`src/rtl/agc_pkg.sv`:
```
// agc_pkg: shared AGC constants and FSM state encoding for the gain scheduler and datapath
// Contents: agc_state_t (IDLE/DIV/CLAMP/DONE), DIV_ITERS, Q15_W and default gain/level constants.
package agc_pkg;
    typedef enum logic [1:0] {IDLE, DIV, CLAMP, DONE} agc_state_t;
    localparam int DIV_ITERS      = 30;
    localparam int Q15_W          = 16;
    localparam int DEF_TARGET_Q15 = 29000;
    localparam int DEF_MAX_GAIN   = 32767;
    localparam int DEF_MIN_GAIN   = 8192;
    localparam int DEF_ENV_FLOOR  = 64;
endpackage

```
`src/rtl/agc_gain_div.sv`:
```
// agc_gain_div: serial restoring divider, one quotient bit per cycle over DIV_ITERS cycles
// Ports: clk, rst (sync, active-high); start loads dividend/divisor; done is high in the
// final iteration cycle; quotient is valid from the cycle after done until the next start.
module agc_gain_div
    import agc_pkg::*;
(
    input  logic                 clk,
    input  logic                 rst,
    input  logic                 start,
    input  logic [DIV_ITERS-1:0] dividend,
    input  logic [Q15_W-1:0]     divisor,
    output logic                 done,
    output logic [DIV_ITERS-1:0] quotient
);
    logic [Q15_W-1:0] rem;
    logic [Q15_W-1:0] dsr;
    logic [4:0]       cnt;
    logic [Q15_W:0]   trial;
    logic             fit;

    // quotient doubles as the dividend shift register: dividend bits leave at the top,
    // quotient bits enter at the bottom
    always_comb begin
        trial = {rem, quotient[DIV_ITERS-1]};
        fit   = trial >= {1'b0, dsr};
        done  = cnt == 5'd1;
    end

    always_ff @(posedge clk) begin
        if (rst) begin
            rem      <= '0;
            dsr      <= '0;
            cnt      <= '0;
            quotient <= '0;
        end else if (start) begin
            rem      <= '0;
            dsr      <= divisor;
            cnt      <= 5'(DIV_ITERS);
            quotient <= dividend;
        end else if (cnt != 5'd0) begin
            cnt      <= cnt - 5'd1;
            rem      <= fit ? Q15_W'(trial - {1'b0, dsr}) : trial[Q15_W-1:0];
            quotient <= {quotient[DIV_ITERS-2:0], fit};
        end
    end
endmodule

```
`src/rtl/agc_gain_scheduler.sv`:
```
// agc_gain_scheduler: round-robin AGC gain computation, NUM_CH channels sharing one divider
// Ports: clk, rst (sync, active-high); env_valid/env_in per-channel envelope strobes (16b each,
// channel k at [16k+15:16k]); gain_out held Q1.15 gains (same packing); gain_valid one-cycle
// update pulse per channel; busy high whenever the FSM is not IDLE.
module agc_gain_scheduler
    import agc_pkg::*;
#(
    parameter int NUM_CH       = 2,
    parameter int TARGET_Q15   = DEF_TARGET_Q15,
    parameter int MAX_GAIN_Q15 = DEF_MAX_GAIN,
    parameter int MIN_GAIN_Q15 = DEF_MIN_GAIN,
    parameter int ENV_FLOOR    = DEF_ENV_FLOOR
) (
    input  logic                    clk,
    input  logic                    rst,
    input  logic [NUM_CH-1:0]       env_valid,
    input  logic [16*NUM_CH-1:0]    env_in,
    output logic [16*NUM_CH-1:0]    gain_out,
    output logic [NUM_CH-1:0]       gain_valid,
    output logic                    busy
);
    localparam int PW = NUM_CH > 1 ? $clog2(NUM_CH) : 1;
    localparam logic [DIV_ITERS-1:0] DIVIDEND = DIV_ITERS'(TARGET_Q15 * 32768);

    agc_state_t           state;
    logic [Q15_W-1:0]     slot [NUM_CH];
    logic [NUM_CH-1:0]    pending;
    logic [PW-1:0]        rr_ptr;
    logic [PW-1:0]        cur;
    logic [PW-1:0]        gsel;
    logic [PW-1:0]        cand;
    logic                 grant;
    logic                 div_done;
    logic [Q15_W-1:0]     divisor;
    logic [Q15_W-1:0]     gain;
    logic [DIV_ITERS-1:0] quotient;

    // scanning offsets from high to low lets the smallest offset from rr_ptr win
    always_comb begin
        gsel = '0;
        cand = '0;
        for (int i = NUM_CH - 1; i >= 0; i--) begin
            cand = PW'((int'(rr_ptr) + i) % NUM_CH);
            if (pending[cand]) gsel = cand;
        end
        grant   = state == IDLE && |pending;
        divisor = slot[gsel] < Q15_W'(ENV_FLOOR) ? Q15_W'(ENV_FLOOR) : slot[gsel];
        gain    = quotient > DIV_ITERS'(MAX_GAIN_Q15) ? Q15_W'(MAX_GAIN_Q15) :
                  quotient < DIV_ITERS'(MIN_GAIN_Q15) ? Q15_W'(MIN_GAIN_Q15) :
                  quotient[Q15_W-1:0];
        busy    = state != IDLE;
    end

    agc_gain_div u_div (
        .clk      (clk),
        .rst      (rst),
        .start    (grant),
        .dividend (DIVIDEND),
        .divisor  (divisor),
        .done     (div_done),
        .quotient (quotient)
    );

    always_ff @(posedge clk) begin
        if (rst) begin
            state      <= IDLE;
            pending    <= '0;
            rr_ptr     <= '0;
            cur        <= '0;
            gain_out   <= {NUM_CH{Q15_W'(MAX_GAIN_Q15)}};
            gain_valid <= '0;
            for (int k = 0; k < NUM_CH; k++) slot[k] <= '0;
        end else begin
            gain_valid <= '0;
            for (int k = 0; k < NUM_CH; k++) if (env_valid[k]) slot[k] <= env_in[16*k +: 16];
            // a strobe in the grant cycle re-arms the granted channel
            pending <= env_valid | (pending & ~(grant ? NUM_CH'(1) << gsel : '0));
            case (state)
                IDLE: if (grant) begin
                    cur    <= gsel;
                    rr_ptr <= gsel == PW'(NUM_CH - 1) ? '0 : gsel + PW'(1);
                    state  <= DIV;
                end
                DIV: if (div_done) state <= CLAMP;
                // output registers load here so the update is visible during DONE
                CLAMP: begin
                    gain_out[16*cur +: 16] <= gain;
                    gain_valid[cur]        <= 1'b1;
                    state                  <= DONE;
                end
                default: state <= IDLE;
            endcase
        end
    end
endmodule

```
`config.mk`:
```
export PLATFORM = sky130hd
export DESIGN_NAME = agc_gain_scheduler
export DESIGN_NICKNAME = d
export VERILOG_FILES = /design/src/rtl/agc_pkg.sv /design/src/rtl/agc_gain_div.sv /design/src/rtl/agc_gain_scheduler.sv
export SDC_FILE = /design/constraint.sdc
export NUM_CORES = 1
export LEC_CHECK = 0
export BUFFER_PORTS_ARGS = -buffer_cell sky130_fd_sc_hd__buf_2
export CAP_MARGIN = 15
export CORE_UTILIZATION = 58
export DETAILED_ROUTE_END_ITERATION = 12
export PLACE_DENSITY = 0.84
export SYNTH_ARGS = -nofsm -noshare
export SYNTH_HDL_FRONTEND = slang
export SYNTH_SLANG_ARGS = --single-unit
```
`constraint.sdc`:
```
create_clock -name clk -period 2.75 [get_ports clk]
set_clock_uncertainty 0.1 [all_clocks]
set_input_delay 0.275 -clock clk [delete_from_list [all_inputs] [get_ports clk]]
set_output_delay 0.275 -clock clk [all_outputs]
set_load 0.05 [all_outputs]
```
; Yosys cells after proc, flatten, opt, wreduce, memory -nomap -nowiden
; Memories as Yosys holds them, arrays and structs flattened.
; Cells that the tools add are included.
[totals]
regBits = 107
mem_bits_rw = 32
output_inout_bits = 35
word_cells = 83
mem_count = 1
[memory_table]
columns = name, depth, word_bits, read_ports, rd_ports_with_merged_regs, wr, line_no
row1 = slot, 2, 16, 1, 0, 2, agc_gain_scheduler.sv:26  ; logic [Q15_W-1:0] slot [NUM_CH];
[classes]
add_sub_neg = 5
magnitude_cmp = 8
n_eq_ne = 5
shift = 3
n_mux = 32
n_bitwise = 6
reduce_logical = 11
[ops]
columns = op, n
row1 = two-way mux 16 bit, 6
row2 = two-way mux 30 bit, 2
row3 = negation 5 -> 34 bit, 1
row4 = "variable shift 16 x 34 -> 32 bit, first input constant", 1
row5 = indexed part select 16 x 34 -> 32 bit, 1
row6 = bitwise mux 32 bit, 1
row7 = "> comparator 30 x 15 -> 1 bit, second input constant", 1
row8 = "< comparator 30 x 14 -> 1 bit, second input constant", 1
row9 = greater-or-equal comparator 17 x 16 -> 1 bit, 1
row10 = "< comparator 16 x 7 -> 1 bit, second input constant", 1
row11 = two-way mux 1 bit, 16
row12 = subtractor 16 bit, 1
row13 = two-way mux 5 bit, 2
row14 = "< comparator 1 x 2 -> 1 bit, second input constant", 3
row15 = two-way mux 2 bit, 3
row16 = one-hot mux 2 bit (3 select lines), 1
row17 = OR reduction 2 bit, 3
row18 = "equality test 5 x 1 -> 1 bit, second input constant", 1
row19 = nonzero test 5 bit, 1
row20 = "subtractor 5 x 1 -> 5 bit, second input constant", 1
row21 = "inequality test 2 bit, second input constant", 2
row22 = AND reduction 2 bit, 2
row23 = nonzero test 2 bit, 2
row24 = "adder 1 bit, second input constant", 2
row25 = other kinds (12), 14

; Depth between registers and ports, before layout
; Gate-level depths: netlist of the first run.
[depth]
word_depth = 10
ltp_mapped = 10
mapped_depth_nobuf = 10

; By module
; From an unflattened synthesis of the first run, not the netlist that was laid out.
[hier_totals]
hier_cells = 764
hier_area_um2 = 6772.7
[by_module_without_submodules]
columns = mod, instances, cells_each, area_each_um2, seq_area_each_um2
row1 = agc_gain_div, 1, 482, 3667.3, 1341.3
row2 = agc_gain_scheduler, 1, 282, 3105.5, 1761.7

; Least setup slack after synthesis of the first run
; No wires, ideal clock.
[synth_path]
kind = flip-flop to flip-flop
start = reg u_div.dsr[4]
end = reg u_div.rem[7]
setup_ns = 0.124
arrival_time_ns = 1.994
setup_slack_ns = 0.532
stages_incl_launch_ff = 11
path_buffers = 1
path_cell_list = dfxtp_1 -> inv_1 -> ha_1 -> and3_1 -> o21ai_2 -> a311oi_4 -> o21ai_2 -> and2_4 -> buf_6 -> a2111oi_4 -> nor3_1
[synth_between]
elab_chain_cells = 2
word_cells_on_any_way = 3
classes_between = add/sub: 1 / order compare: 1 / mux: 1
[synth_rtl]
columns = element, line_no
row1 = from (decl), agc_gain_div.sv:16  ; logic [Q15_W-1:0] dsr;
row2 = from (signal assigned), agc_gain_div.sv:37  ; dsr <= divisor;
row3 = subtractor 16 bit or greater-or-equal comparator 17 x 16 -> 1 bit (tied branches), "agc_gain_div.sv:42, agc_gain_div.sv:25"
row4 = two-way mux 16 bit *, agc_gain_div.sv:42  ; rem <= fit ? Q15_W'(trial - {1'b0, dsr}) : trial[Q15_W-1:0];
row5 = to (signal assigned), agc_gain_div.sv:42
row6 = to (decl), agc_gain_div.sv:15  ; logic [Q15_W-1:0] rem;
; Every way passes the cells marked *; elsewhere a longest branch is shown, timed or not.
; A chain may end at the register's enable or synchronous reset.

; Final worst setup path of the first run
[layout_path]
start = reg u_div.quotient[29]
end = reg u_div.rem[14]
[layout_between]
elab_chain_cells = 2
word_cells_on_any_way = 3
classes_between = add/sub: 1 / order compare: 1 / mux: 1
[layout_rtl]
columns = element, line_no
row1 = from (decl), agc_gain_div.sv:13  ; output logic [DIV_ITERS-1:0] quotient
row2 = from (signal assigned), agc_gain_div.sv:39  ; quotient <= dividend;
row3 = from (signal assigned), agc_gain_div.sv:43  ; quotient <= {quotient[DIV_ITERS-2:0], fit};
row4 = subtractor 16 bit or greater-or-equal comparator 17 x 16 -> 1 bit (tied branches), "agc_gain_div.sv:42, agc_gain_div.sv:25"
row5 = two-way mux 16 bit *, agc_gain_div.sv:42
; Marks and branches as above.

==> results of run 1 <==
cell usage after synthesis (3+ instances only):
cell type and number:
clkbuf_1 26, nor3_1 17, mux2i_1 16, buf_1 7
nand2b_1 5, o21a_1 4, a32oi_1 3, or2_2 4
dfxtp_1 107, o21ai_2 12, nand2_1 91, nand4_1 3
a211oi_1 9, and2_1 33, a211o_1 32, a21oi_1 48
ha_1 21, nor2_1 70, inv_1 24, xor2_1 3
xnor2_1 8, o22ai_1 8, nand3_1 8, buf_2 5
nor4_2 3, a31oi_1 14, o21ai_0 29, edfxtp_1 32
sequential cells by signal, indices dropped and copies added (netlist names):
name,flops
cur,1
u_div.quotient,30
pending,2
u_div.cnt,5
u_div.dsr,16
u_div.rem,16
gain_out,32
state,2
slot,32
rr_ptr,1
gain_valid,2
power by group through the flow:
stage	Sequential (mW)	Clock [mW]	Combinational, mW
6_report	2.71	2.23	4.17
5_1_grt	2.74	2.30	4.53
4_1_cts	2.69	2.19	4.02
3_5_place_dp	2.73	0	3.92
3_3_place_gp	2.70	0	3.84
2_1_floorplan	2.96	0	2.88
cells by family after synthesis:
group                    Yosys count  share of synthesized area
AND/OR/NAND/NOR                  254                     0.1907
AO/OA/AOI/OAI                    176                     0.1908
flip-flops                       139                     0.4902
buffers and inverters             64                    0.04131
adder cells (fa/ha/maj)           22                    0.04467
multiplexers                      17                    0.02708
XOR/XNOR                          11                    0.01522
metrics by stage:
| stage | worst slack [ns] | utilization | instances | cell area, um^2 | hold WS (ns) |
|---|---|---|---|---|---|
| floorplan | 0.5323 | - | 683 | 6330 | 0.2924 |
| global placement | 0.3213 | 0.6497 | 864 | 6798 | 0.3385 |
| detailed placement | 0.2558 | 0.6497 | 864 | 6798 | 0.3442 |
| CTS | 0.2300 | 0.7362 | 930 | 7702 | 0.04522 |
| global route | 0.1129 | 0.7368 | 930 | 7709 | 0.06980 |
| finish | 0.2213 | 0.7368 | 930 | 7709 | 0.06781 |
timing repair:
item                                   CTS  global route
hold buffers                            34             0
endpoints found under the hold margin   34             0
setup buffers                            0             0
gates resized for setup                  0             2
setup endpoints to repair                0             2
worst register-to-register path, delay by kind of cell (launching register included):
family                   cells  cell delay (ns)
buffers and inverters        1             0.06
adder cells (fa/ha/maj)      2             0.63
AO/OA/AOI/OAI                4             0.70
flip-flops                   1             0.39
AND/OR/NAND/NOR              3             0.53
metal layers:
metal | part of all wire | global-route usage
met5 | 0 | 0
met4 | 0.052 | 0.2143
met3 | 0.075 | 0.07112
met2 | 0.48 | 0.5510
met1 | 0.39 | 0.4016
placed cells by master (no fill, tap or decap), types with 21 or more instances in the layout:
master	netlist	routed
a211o_1	32	32
inv_1	24	24
o21ai_0	29	28
ha_1	21	21
and2_1	33	33
edfxtp_1	32	32
a21oi_1	48	47
dlygate4sd3_1	0	34
dfxtp_1	107	107
buf_2	5	70
nand2_1	91	90
nor2_1	70	69
how the worst max path moves through the flow:
stage                     to  slack (ns)
5_1_grt        u_div.rem[14]        0.11
3_3_place_gp   u_div.rem[14]        0.32
2_1_floorplan   u_div.rem[7]        0.53
3_5_place_dp   u_div.rem[14]        0.26
6_report       u_div.rem[14]        0.22
4_1_cts        u_div.rem[14]        0.23
area by class of cell:
type,instances,area share
Sequential cell,139,0.4025
Timing Repair Buffer,119,0.1042
Tap cell,136,0.02207
Inverter,24,0.01169
Clock buffer,19,0.05470
Clock inverter,13,0.01850
Multi-Input combinational cell,480,0.3863
==> metrics.md, run 1 <==
| Metric | Value |
|---|---|
| Num ports | between 70 and 80 |
| Levels on crit path | 10 |
| First-pass GRT wire length | approximately 29 mm |
| Final Setup Violations | 0 |
| Arrival time worst endpoint | roughly 2.9 ns |
| Crit-path cells | inv_1 -> ha_1 -> fa_1 -> nor2b_1 -> o2111ai_1 -> a21oi_2 -> a21oi_1 -> nand2_1 -> nor4bb_1 -> o21ai_1 |
| R2R depth | 10 |
| GP Congestion | a little over 0.9 |
| Worst R2R End | u_div.rem[14] |
| Startpoint Class | flop |
| Row cnt | 37 |
| Switch Pwr | approximately 4 mW |
| Maximum VDD drop | 647.5 uV |
| Syn nets | roughly 740 |
| Crit path largest cell delay | between 0.4 and 0.5 ns |
| Main area contributors after synthesis | dfxtp_1 (34%), edfxtp_1 (15%), nand2_1 (5.4%) |
| Sw frac | 0.4286 |
| Area taken by multi-input logic gates | between 0.002 and 0.003 mm^2 |
| Part of the power in registers | 0.297 |
| Worst hold endpoint | pending[0] |
| Max Clock Freq | around 0.4 GHz |
| Hold Path Class | primary input to flop |
| Yosys warns | 0 |
| DR vias/cell | 6.173 |
| Period utilisation layout | 0.9195 |
| Hold Path Origin | rst |
| Drt wl/cell | around 19 um |
| Slew Viols, Final | 0 |
| Worst-path clk slew | approximately 0.070 ns |
| Post-route setup TNS | 0 ns |
| Chip Width | between 100 and 150 um |
| Mean Syn Cell Area | 9.268 um^2 |
| Crit path capture type | flop |
| Total core area | about 0.010 mm^2 |
| Ant. Diodes | 0 |
| P_int | 5.208 mW |
| Final Power | 9.115 mW |
| Register area | around 0.0031 mm^2 |
| Layout area overhead | 21.78% |
| Post-synthesis async set-or-reset flop share | 0 |
| Synth cell types | 57 |
| DRC errors left | 0 |
| RSZ-0062 raised after global routing | false |
| Type of the worst setup path | flop to flop |
| Hold-critical path depth | 2 |
| Normalized max-slew margin | 0.3146 |
| Worst-margin pin slew | roughly 1.0 ns |
| Slowest CP cell | fa_1 |
| Detailed Route Iter0 Violations | 410 |
| R2r setup slk | 0.22 ns |
| Port buffer count | 70 |
| Final hold violations | 0 |
| DR vias | roughly 5,700 |
| Comb power frac | 0.457 |
| Congestion Overflow GR | 0 |
| Main synth FF type | dfxtp_1 |
| Worst-Skew Late Latency | 0.54 ns |
| Initial core utilization | 0.6050 |
| Register area share after synthesis | 0.4902 |
| CP max FO | 4 |
| Antenna viol nets, final | 0 |
| Initial antenna violation count | 0 |
| Crit path from | u_div.quotient[29] |
| Share of cells above drive strength 1 | 0.1814 |
| Die area | around 0.011 mm^2 |
| DPL Wire Length | approximately 10 mm |
| Clock buffer depth | 2 |
| Status | completed |
| Max Cap Viol | 0 |
| Sink Count | roughly 140 |
| Die H | about 110 um |
| Pin count of the biggest net entering global routing | 33 |
| CP top delay family | compound AO/OA/AOI/OAI gates |
| Leak pwr | 3.055 nW |
| Drt first pass iters | 6 |
| Syn Inst Count | about 680 |
| Cell taking the most area after synthesis | dfxtp_1 |
| Vias in the first global route | around 5,800 |
| Critical R2R Launch | u_div.quotient[29] |
| Mapped Area | between 0.006 and 0.007 mm^2 |
| FILL cells | about 680 |
| Routed wire length | 18.12 mm |
| Register bit total from synthesis | 139 |
| CTS tree | built |
| Final net count | ~840 |
| Total track usage | 0.3363 |
| WP buf/inv | 1 |
| Clk root buf | clkbuf_8 |
| Fin crit period | between 2 and 3 ns |
| Num CTS Buffers | 17 |
| Critical path required time | 3.07 ns |
| Pwr Density | approximately 1200 mW/mm^2 |
| Number of synthesized flops with an enable pin | 32 |
| Share of the synthesized area in the top cell type | 0.3384 |
| Power share of the clock group | 0.245 |
| H-Tree Depth | 4 |
No activity file was read; power rests on OpenSTA's default activity.
==> run 2: changes to the inputs <==
BUFFER_PORTS_ARGS = -buffer_cell sky130_fd_sc_hd__clkbuf_2   (was -buffer_cell sky130_fd_sc_hd__buf_2)
==> metrics.md, run 2 (same netlist as run 1, synthesis figures left out) <==
| Metric | Value |
|---|---|
| Status | completed |
| Fin crit period | about 2.6 ns |
| Initial core utilization | 0.6050 |
| Final Setup Violations | 0 |
| Clk root buf | clkbuf_8 |
| Die area | ~0.011 mm^2 |
| Crit path largest cell delay | about 0.44 ns |
| Num ports | 71 |
| Final Hold Slack | 0.1218 ns |
| GP Congestion | 0.9236 |
| Number of setup buffers added after CTS | 0 |
| CP max FO | 4 |
| Pwr Density | between 1000 and 1500 mW/mm^2 |
| RSZ-0062 raised after global routing | false |
| Final core occ | 0.7401 |
| Row cnt | 37 |
| Area taken by multi-input logic gates | just under 0.003 mm^2 |
| Maximum VDD drop | 680.6 uV |
| Max Clock Freq | 0.3853 GHz |
| Congestion Overflow GR | 0 |
| Num CTS Buffers | 17 |
| Worst-path clk slew | ~0.07 ns |
| Largest registers | gain_out: 32 flops, slot: 32 flops, u_div.quotient: 30 flops |
| Type of the worst setup path | flop to flop |
| Commonest cells after routing, fill and taps aside | dfxtp_1 (107), nand2_1 (90), clkbuf_2 (70) |
| Critical path required time | 3.05 ns |
| DR vias/cell | a little over 6 |
| Crit path capture type | flop |
| Hold Path Class | primary input to flop |
| FILL cells | 673 |
| Initial antenna violation count | 0 |
| Normalized max-slew margin | 0.3345 |
| Share of cells above drive strength 1 | 0.1816 |
| First-pass GRT wire length | about 29 mm |
| Clock buffer depth | 2 |
| Pin count of the biggest net entering global routing | 33 |
| CTS tree | built |
| Final Power | roughly 9.2 mW |
| Final net count | ~840 |
| Slowest CP cell | fa_1 |
| Worst-Skew Late Latency | 0.53 ns |
| Drt first pass iters | 5 |
| Period utilisation layout | 0.9439 |
| Detailed Route Iter0 Violations | roughly 560 |
| Final Non-Filler Cells | 930 |
| Worst-margin pin slew | between 0.9 and 1 ns |
| Leak pwr | about 3.1 nW |
| Startpoint Class | flop |
| Register area | between 0.003 and 0.004 mm^2 |
| Slew Viols, Final | 0 |
| Antenna viol nets, final | 0 |
| Final hold violations | 0 |
| Total core area | 0.01046 mm^2 |
| DR vias | approximately 5,700 |
| Crit-path cells | inv_1 -> ha_1 -> fa_1 -> nor2b_1 -> o2111ai_1 -> a21oi_2 -> a21oi_1 -> nand2_1 -> nor4bb_1 -> o21ai_1 |
| Max Cap Viol | 0 |
| Port buffer count | 70 |
| H-Tree Depth | 4 |
| Routed wire length | between 15 and 20 mm |
| Drt wl/cell | slightly below 20 um |
| DPL Wire Length | around 10 mm |
| Post-route setup TNS | 0 ns |
| Commonest non-fill, non-tap cell in the layout | dfxtp_1 |
| Die H | ~110 um |
| Layout area overhead | 22.34% |
| Chip Width | between 100 and 150 um |
| Vias in the first global route | roughly 5,700 |
| Sink Count | between 100 and 150 |
| Arrival time worst endpoint | 2.90 ns |
| Total track usage | 0.3286 |
| DRC errors left | 0 |
| Placed cell count | between 800 and 900 |
==> run 2: changes by cell type in the layout (fill, tap and decap cells not counted), moves of 2 or more <==
cell / delta
clkbuf_2: +70
buf_2: -70
clkinvlp_2: -2
clkbuf_1: -2
clkinvlp_4: -2
clkinv_4: +2
clkinv_1: +2
==> run 2: layout make-up <==
class / instances / area share
Clock inverter: 15 / 0.02424
Tap cell: 136 / 0.02197
Inverter: 24 / 0.01163
Clock buffer: 17 / 0.05348
Timing Repair Buffer: 118 / 0.1028
Sequential cell: 139 / 0.4007
Antenna cell: 1 / 0.0003232
Multi-Input combinational cell: 480 / 0.3849
==> run 2: what timing repair did <==
action	4_1_cts	5_1_grt
hold buffers	34	0
setup endpoints to repair	0	2
hold endpoints to repair	34	0
resized for setup	0	2
==> run 2: final timing paths <==
kind | startpoint | endpoint | slack [ns] | cells after the start
worst max-delay path | u_div.quotient[29] | u_div.rem[14] | 0.15 | 10
worst min-delay path | rst | u_div.dsr[9] | 0.12 | 2
worst max register to register | u_div.quotient[29] | u_div.rem[14] | 0.15 | 10
worst min register to register | gain_out[19] | gain_out[19] | 0.37 | 1
==> run 2: per-stage QoR <==
step	area, um^2	setup WS (ns)
finish	7744	0.1544
global route	7741	0.01571
CTS	7732	0.1405
detailed placement	6790	0.2392
global placement	6790	0.3096
floorplan	6330	0.5323
==> run 2: routing by layer <==
layer  part of all wire  up-vias  track usage
met2               0.50      289       0.5557
met3              0.067       58      0.07051
met1               0.40     2713       0.3998
met5                  0        -            0
li1                   -     2616            -
met4              0.037        0       0.1526
==> run 2: power by group <==
group	total (mW)	switching (mW)	internal, mW
logic	4.15	2.70	1.45
registers	2.72	0.260	2.46
clock network	2.37	0.964	1.40
==> run 2: critical path: cells and delay by family, from the launching register on <==
kind	cells	cell delay, ns
and+or+nand+nor	3	0.56
buffers and inverters	1	0.06
AOI/OAI and AO/OA	4	0.71
adders and majority gates	2	0.67
DFF	1	0.38
